## src/rtl/prefetcher_mon_pkg.sv

```systemverilog
// prefetcher_mon_pkg: shared types, error bit positions and helpers for the AXI read latency monitor
//   tbl_entry_t : one outstanding-transaction slot (valid, id, issue timestamp, measured flag)
//   ERR_*       : bit positions inside errorCode
//   sat_inc     : counter increment that sticks at all-ones
package prefetcher_mon_pkg;

    localparam int TID_W = 8;
    localparam int TS_W  = 16;
    localparam int CNT_W = 32;

    localparam int ERR_OVERFLOW = 0;
    localparam int ERR_ORPHAN   = 1;
    localparam int ERR_SAT      = 2;

    typedef struct packed {
        logic             valid;
        logic [TID_W-1:0] id;
        logic [TS_W-1:0]  ts;
        logic             measured;
    } tbl_entry_t;

    function automatic logic [CNT_W-1:0] sat_inc(input logic [CNT_W-1:0] v);
        return (&v) ? v : v + 1'b1;
    endfunction

endpackage

```

## src/rtl/latency_hist_bins.sv

```systemverilog
// latency_hist_bins: bank of saturating latency histogram counters
//   clk, resetN : clock, async active-low reset
//   rec_i       : record strobe, lat_i : latency being recorded
//   clear_i     : synchronous clear of every bin (wins over rec_i)
//   bins_o      : flattened bins, bin 0 at LSBs
//   sat_o       : the recorded bin was already all-ones
module latency_hist_bins
    import prefetcher_mon_pkg::*;
#(
    parameter int TS_WIDTH     = TS_W,
    parameter int CNT_WIDTH    = CNT_W,
    parameter int LOG_NUM_BINS = 3,
    parameter int BIN_SHIFT    = 2
) (
    input  logic                                 clk,
    input  logic                                 resetN,
    input  logic                                 rec_i,
    input  logic [TS_WIDTH-1:0]                  lat_i,
    input  logic                                 clear_i,
    output logic [(1<<LOG_NUM_BINS)*CNT_WIDTH-1:0] bins_o,
    output logic                                 sat_o
);

    localparam int NB = 1 << LOG_NUM_BINS;

    logic [CNT_WIDTH-1:0]    bin_q [NB];
    logic [TS_WIDTH-1:0]     shifted;
    logic [LOG_NUM_BINS-1:0] idx;

    // latencies beyond the last bin are clamped into it
    assign shifted = lat_i >> BIN_SHIFT;
    assign idx     = (shifted > TS_WIDTH'(NB - 1)) ? LOG_NUM_BINS'(NB - 1) : shifted[LOG_NUM_BINS-1:0];
    assign sat_o   = rec_i & (&bin_q[idx]);

    always_ff @(posedge clk or negedge resetN) begin
        if (!resetN) begin
            for (int i = 0; i < NB; i++) bin_q[i] <= '0;
        end else if (clear_i) begin
            for (int i = 0; i < NB; i++) bin_q[i] <= '0;
        end else if (rec_i) begin
            bin_q[idx] <= sat_inc(bin_q[idx]);
        end
    end

    for (genvar b = 0; b < NB; b++) begin : g_flat
        assign bins_o[b*CNT_WIDTH +: CNT_WIDTH] = bin_q[b];
    end

endmodule

```

## src/rtl/axi_rd_latency_monitor.sv

```systemverilog
// axi_rd_latency_monitor: passive AXI read monitor measuring per-transaction latency
//   clk, resetN           : clock, async active-low reset
//   en                    : allow new AR allocations (R matching always continues)
//   clear                 : synchronous clear of statistics and errors, table untouched
//   crs_measureFirst      : 1 = measure at first R beat, 0 = at last R beat
//   ar_* / r_*            : snooped AR and R handshakes
//   stat_*                : count, sum, min, max of recorded latencies, outstanding entries
//   hist_bins             : flattened latency histogram, bin 0 at LSBs
//   errorCode             : sticky {saturation, orphan R, table overflow}
module axi_rd_latency_monitor
    import prefetcher_mon_pkg::*;
#(
    parameter int TID_WIDTH      = TID_W,
    parameter int LOG_TABLE_SIZE = 3,
    parameter int TS_WIDTH       = TS_W,
    parameter int SUM_WIDTH      = 40,
    parameter int CNT_WIDTH      = CNT_W,
    parameter int LOG_NUM_BINS   = 3,
    parameter int BIN_SHIFT      = 2
) (
    input  logic                                   clk,
    input  logic                                   resetN,
    input  logic                                   en,
    input  logic                                   clear,
    input  logic                                   crs_measureFirst,
    input  logic                                   ar_valid,
    input  logic                                   ar_ready,
    input  logic [TID_WIDTH-1:0]                   ar_id,
    input  logic                                   r_valid,
    input  logic                                   r_ready,
    input  logic                                   r_last,
    input  logic [TID_WIDTH-1:0]                   r_id,
    output logic [CNT_WIDTH-1:0]                   stat_count,
    output logic [SUM_WIDTH-1:0]                   stat_sum,
    output logic [TS_WIDTH-1:0]                    stat_min,
    output logic [TS_WIDTH-1:0]                    stat_max,
    output logic [LOG_TABLE_SIZE:0]                stat_outstanding,
    output logic [(1<<LOG_NUM_BINS)*CNT_WIDTH-1:0] hist_bins,
    output logic [2:0]                             errorCode
);

    localparam int N = 1 << LOG_TABLE_SIZE;

    logic [TS_WIDTH-1:0]       ts_q;
    tbl_entry_t                tbl_q [N];
    tbl_entry_t                tbl_d [N];
    logic [LOG_TABLE_SIZE:0]   outst_q, outst_d;
    logic [CNT_WIDTH-1:0]      count_q, count_d;
    logic [SUM_WIDTH-1:0]      sum_q, sum_d;
    logic [TS_WIDTH-1:0]       min_q, min_d, max_q, max_d;
    logic [2:0]                err_q, err_d, err_set;
    logic                      ar_hs, r_hs, alloc_ok, hit, rec, hist_sat;
    logic [LOG_TABLE_SIZE-1:0] alloc_idx, hit_idx;
    logic [TS_WIDTH-1:0]       hit_lat;
    logic [SUM_WIDTH:0]        sum_add;

    always_comb begin
        ar_hs     = ar_valid & ar_ready & en;
        r_hs      = r_valid & r_ready;
        tbl_d     = tbl_q;
        alloc_ok  = 1'b0;
        alloc_idx = '0;
        hit       = 1'b0;
        hit_idx   = '0;
        hit_lat   = '0;
        // descending scan so the lowest free index is the one left standing
        for (int i = N - 1; i >= 0; i--) begin
            if (!tbl_q[i].valid) begin
                alloc_ok  = 1'b1;
                alloc_idx = i[LOG_TABLE_SIZE-1:0];
            end
        end
        // oldest same-ID entry is the one with the largest age
        for (int i = 0; i < N; i++) begin
            if (tbl_q[i].valid && tbl_q[i].id == r_id && (!hit || (ts_q - tbl_q[i].ts) > hit_lat)) begin
                hit     = 1'b1;
                hit_idx = i[LOG_TABLE_SIZE-1:0];
                hit_lat = ts_q - tbl_q[i].ts;
            end
        end
        rec = r_hs & hit & ~tbl_q[hit_idx].measured & (crs_measureFirst | r_last);
        if (rec) tbl_d[hit_idx].measured = 1'b1;
        if (r_hs && hit && r_last) tbl_d[hit_idx].valid = 1'b0;
        // allocation only ever targets an entry free before this cycle, so it never collides with the R update
        if (ar_hs && alloc_ok) tbl_d[alloc_idx] = '{valid: 1'b1, id: ar_id, ts: ts_q, measured: 1'b0};
        outst_d = '0;
        for (int i = 0; i < N; i++) outst_d = outst_d + {{LOG_TABLE_SIZE{1'b0}}, tbl_d[i].valid};
        sum_add = {1'b0, sum_q} + {{(SUM_WIDTH + 1 - TS_WIDTH){1'b0}}, hit_lat};
        err_set                = '0;
        err_set[ERR_OVERFLOW] = ar_hs & ~alloc_ok;
        err_set[ERR_ORPHAN]   = r_hs & ~hit;
        err_set[ERR_SAT]      = rec & ((&count_q) | sum_add[SUM_WIDTH] | hist_sat);
        count_d = clear ? '0 : rec ? sat_inc(count_q) : count_q;
        sum_d   = clear ? '0 : rec ? (sum_add[SUM_WIDTH] ? '1 : sum_add[SUM_WIDTH-1:0]) : sum_q;
        min_d   = clear ? '1 : (rec && hit_lat < min_q) ? hit_lat : min_q;
        max_d   = clear ? '0 : (rec && hit_lat > max_q) ? hit_lat : max_q;
        err_d   = clear ? '0 : err_q | err_set;
    end

    always_ff @(posedge clk or negedge resetN) begin
        if (!resetN) begin
            ts_q    <= '0;
            outst_q <= '0;
            count_q <= '0;
            sum_q   <= '0;
            min_q   <= '1;
            max_q   <= '0;
            err_q   <= '0;
            for (int i = 0; i < N; i++) tbl_q[i] <= '0;
        end else begin
            ts_q    <= ts_q + 1'b1;
            outst_q <= outst_d;
            count_q <= count_d;
            sum_q   <= sum_d;
            min_q   <= min_d;
            max_q   <= max_d;
            err_q   <= err_d;
            tbl_q   <= tbl_d;
        end
    end

    latency_hist_bins #(
        .TS_WIDTH    (TS_WIDTH),
        .CNT_WIDTH   (CNT_WIDTH),
        .LOG_NUM_BINS(LOG_NUM_BINS),
        .BIN_SHIFT   (BIN_SHIFT)
    ) u_bins (
        .clk    (clk),
        .resetN (resetN),
        .rec_i  (rec),
        .lat_i  (hit_lat),
        .clear_i(clear),
        .bins_o (hist_bins),
        .sat_o  (hist_sat)
    );

    assign stat_count       = count_q;
    assign stat_sum         = sum_q;
    assign stat_min         = min_q;
    assign stat_max         = max_q;
    assign stat_outstanding = outst_q;
    assign errorCode        = err_q;

endmodule
```

## config.mk

```make
export PLATFORM = sky130hd
export DESIGN_NAME = axi_rd_latency_monitor
export DESIGN_NICKNAME = d
export VERILOG_FILES = /design/src/rtl/prefetcher_mon_pkg.sv /design/src/rtl/latency_hist_bins.sv /design/src/rtl/axi_rd_latency_monitor.sv
export SDC_FILE = /design/constraint.sdc
export NUM_CORES = 2
export LEC_CHECK = 0
export BUFFER_PORTS_ARGS = -buffer_cell sky130_fd_sc_hd__clkbuf_2
export CAP_MARGIN = 20
export CORE_MARGIN = 1.5
export CORE_UTILIZATION = 40
export DETAILED_ROUTE_END_ITERATION = 8
export PLACE_DENSITY_LB_ADDON = 0.1
export SETUP_SLACK_MARGIN = 0.5
export SLEW_MARGIN = 20
export SYNTH_ARGS = -nofsm -noshare
export SYNTH_HDL_FRONTEND = slang
export SYNTH_SLANG_ARGS = --single-unit
```

## constraint.sdc

```tcl
create_clock -name clk -period 34.5 [get_ports clk]
set_input_delay 6.9 -clock clk [delete_from_list [all_inputs] [get_ports clk]]
set_output_delay 6.9 -clock clk [all_outputs]
set_load 0.02 [all_outputs]
```

==> results.toml <==
[status]
status = "finished, final reports clean"

[timing]
clock_skew_ns = 0.0803
relSlewSlack = 0.190
rsz0062_at_grt = "false"
clock.fmax_mhz = 31.9
finalHoldViolCount = 0
worstMarginPinSlew_ns = 1.21
setup_tns_ns = 0
fin_crit_sh = 0.910
min_period_ns = 31.40
slew_violations = 0
setup_viol = 0

[synthesis]
synth_edf_count = 0
synth_top_cell_by_area = "dfrtp_1"
synth_nets = 4806
synthFlopType = "dfrtp_1"
syn_area_per_cell_um2 = 8.95
synth_warnings = 0
netlist_instances = 4482
netlist_top_cells_area = "dfrtp_1 (36%), ha_1 (8.9%), nand2_1 (4.9%), o21ai_0 (4.4%), xnor2_1 (3.5%)"
synth_top_cell_area_share = 0.359
syn-cell-area_um2 = 40100
synth_cell_types = 114
yosysSeqAreaShare = 0.369
async_flop_share = 1.00
synth_seq_cells = 591

[cells_and_area]
final_cell_mix = "dfrtp_1 (575), nand2_1 (522), clkbuf_2 (390)"
nNetsFinal = 5156
fin_cells = 6182
syn_to_final_growth_pct = 15.1
stdcell_area_um2 = 46200
post_route_cells_drive_above_1_share = 0.170
layout_commonest_cell = "dfrtp_1"

[clocking]
ctsHtreeMaxLevel = 3
cts_hold_buf = 0
cts_tree = "built"
cts_made_buffers = 74
cts_resized = 0
cts_root_buf = "clkbuf_16"
numClockSinks = 591
post-cts-setup-buffers = 0
insertion_delay_ns = 0.69
cts.clk_slew.worst_paths_ns = 0.06
clock_path_buffers = 3

[global_routing]
grt_pass1_wl_mm = 242
overflow = 0
grt_pass1_vias = 35700
grt_max_degree = 84
antenna_found_initial = 5
grt_usage = 0.315

[drt]
antenna_left = 0
drt_iter0_drc = 3577
drt-pass1-iter-count = 5
vias = 37100
wl_mm = 163
drc = 0
avgRoutedWirePerCell_um = 26.4
routed_via_density = 6.01

[worst_setup_path]
reg2reg_slack_ns = 7.99
cp_max_fo = 29
critPathMostFrequentCell = "ha_1"
critPathLaunch = "r_id[2]"
start_kind = "input port"
worstRegToRegCells = 80
critical_path.max_stage_delay_ns = 0.88
critPathArrivalTime_ns = 31.92
crit_type = "input port to flip-flop"
reg2reg_to = "u_bins.bins_o[161]"
critPathRequiredTime_ns = 35.02
timing.rr.start = "ts_q[1]"
endpoint_kind = "flip-flop"
crit_slowest_cell = "nor3b_1"

[min_path]
holdCritPathClass = "flip-flop to flip-flop"
whs_path_depth = 2
min_from = "tbl_q[2]"
holdPathEnd = "tbl_q[2]"

[job]
maxCapViolations = 0

[floorplan]
fp-row-count = 115
core_um2 = 98900
dieArea_um2 = 102000
start_util = 0.406
die_w_um = 320
fp.dieH_um = 320
io_pins = 393

[place]
dp_cells = 6042
dpl-instance-area_um2 = 43600
port_buffers = 392
hpwlAfterDp_mm = 120
gp_congestion = 0.988

[pwr]
p_per_area_nw_per_um2 = 68.1
peakVddDrop_mv = 0.0589
p_leak_nw = 21.6
[where the power goes]
part / switching (mW) / leakage (nW) / internal, mW
clock: 0.349 / 1.26 / 0.483
combinational: 1.04 / 12.5 / 0.476
sequential: 0.0412 / 7.88 / 0.762
total: 1.43 / 21.6 / 1.72
[cell usage after synthesis, types with 17 or more instances]
library cell  instances
inv_1               254
buf_2                27
a211oi_1             40
nand4_1              58
a31oi_1              34
a21o_1               59
nand3_1             135
nand2b_1             48
nor3_1               88
a211o_1              18
o21ai_1              58
a22o_1               96
o21ai_0             356
mux2i_1              79
o21a_1               47
ha_1                285
clkbuf_1            138
o22ai_1              27
xnor2_1             158
nand2_1             526
nor2_1              294
o211ai_1             36
or3_1                35
xor2_1               87
mux2_2              112
dfrtp_1             575
nor2b_1              42
a311oi_1             21
a22oi_1              44
and3_1               42
a21oi_1             237
buf_4                17
and2_1               25
nor4_1               22
[flip-flops by register name, indices dropped and copies added (netlist names)]
register	cells
stat_max	16
u_bins.bins_o	256
stat_min	16
tbl_q	208
errorCode	3
stat_outstanding	4
stat_sum	40
ts_q	16
stat_count	32
[cells by family (layout without fill, tap and decap cells)]
family	Yosys count	after routing	share of synthesized area
xor gates and xnor gates	248	248	0.0547
other	0	1	0
and+or+nand+nor	1395	1395	0.166
muxes	196	196	0.0532
DFF	591	591	0.369
buffers and inverters	463	875	0.0481
adders and majority gates	298	298	0.0954
AOI/OAI and AO/OA	1291	1291	0.213
[metrics by stage]
step | setup slack, ns | total power, mW | util | hold slack [ns]
after global routing | 1.54 | 3.32 | 0.467 | 0.520
after floorplan | 8.07 | 1.80 | - | 0.450
final | 3.10 | 3.15 | 0.467 | 0.482
after CTS | 3.74 | 3.12 | 0.467 | 0.486
after detailed placement | 3.10 | 2.28 | 0.441 | 0.472
after global placement | 3.20 | 2.29 | 0.441 | 0.465
[routing by layer]
| metal | routed length (um) | global-route usage |
|---|---|---|
| met1 | 70600 | 0.431 |
| met2 | 72300 | 0.481 |
| met3 | 13000 | 0.0660 |
| met4 | 7360 | 0.134 |
| met5 | 54 | 0 |
[area by class of cell]
type	count	area (um2)
Fill cell	9566	52700
Sequential cell	591	14800
Antenna cell	1	2.50
Timing Repair Buffer	479	2640
Multi-Input combinational cell	3428	23600
Tap cell	1287	1610
Inverter	258	973
Clock buffer	105	2130
Clock inverter	33	457
[worst max-delay path, delay by kind of cell]
family | cells | cell delay [ns]
xor+xnor | 1 | 0.16
buf+inv | 5 | 1.18
mux | 2 | 0.75
fa+ha+maj | 7 | 1.95
compound gates | 32 | 11.57
simple gates | 31 | 9.31
[worst max-delay path by stage]
stage	to	cells past startpoint
2_1_floorplan	stat_sum[10]	96
3_3_place_gp	u_bins.bins_o[161]	79
3_5_place_dp	u_bins.bins_o[161]	78
4_1_cts	u_bins.bins_o[161]	78
5_1_grt	u_bins.bins_o[161]	77
6_report	u_bins.bins_o[161]	78
Power figures use the tool's default switching activity.
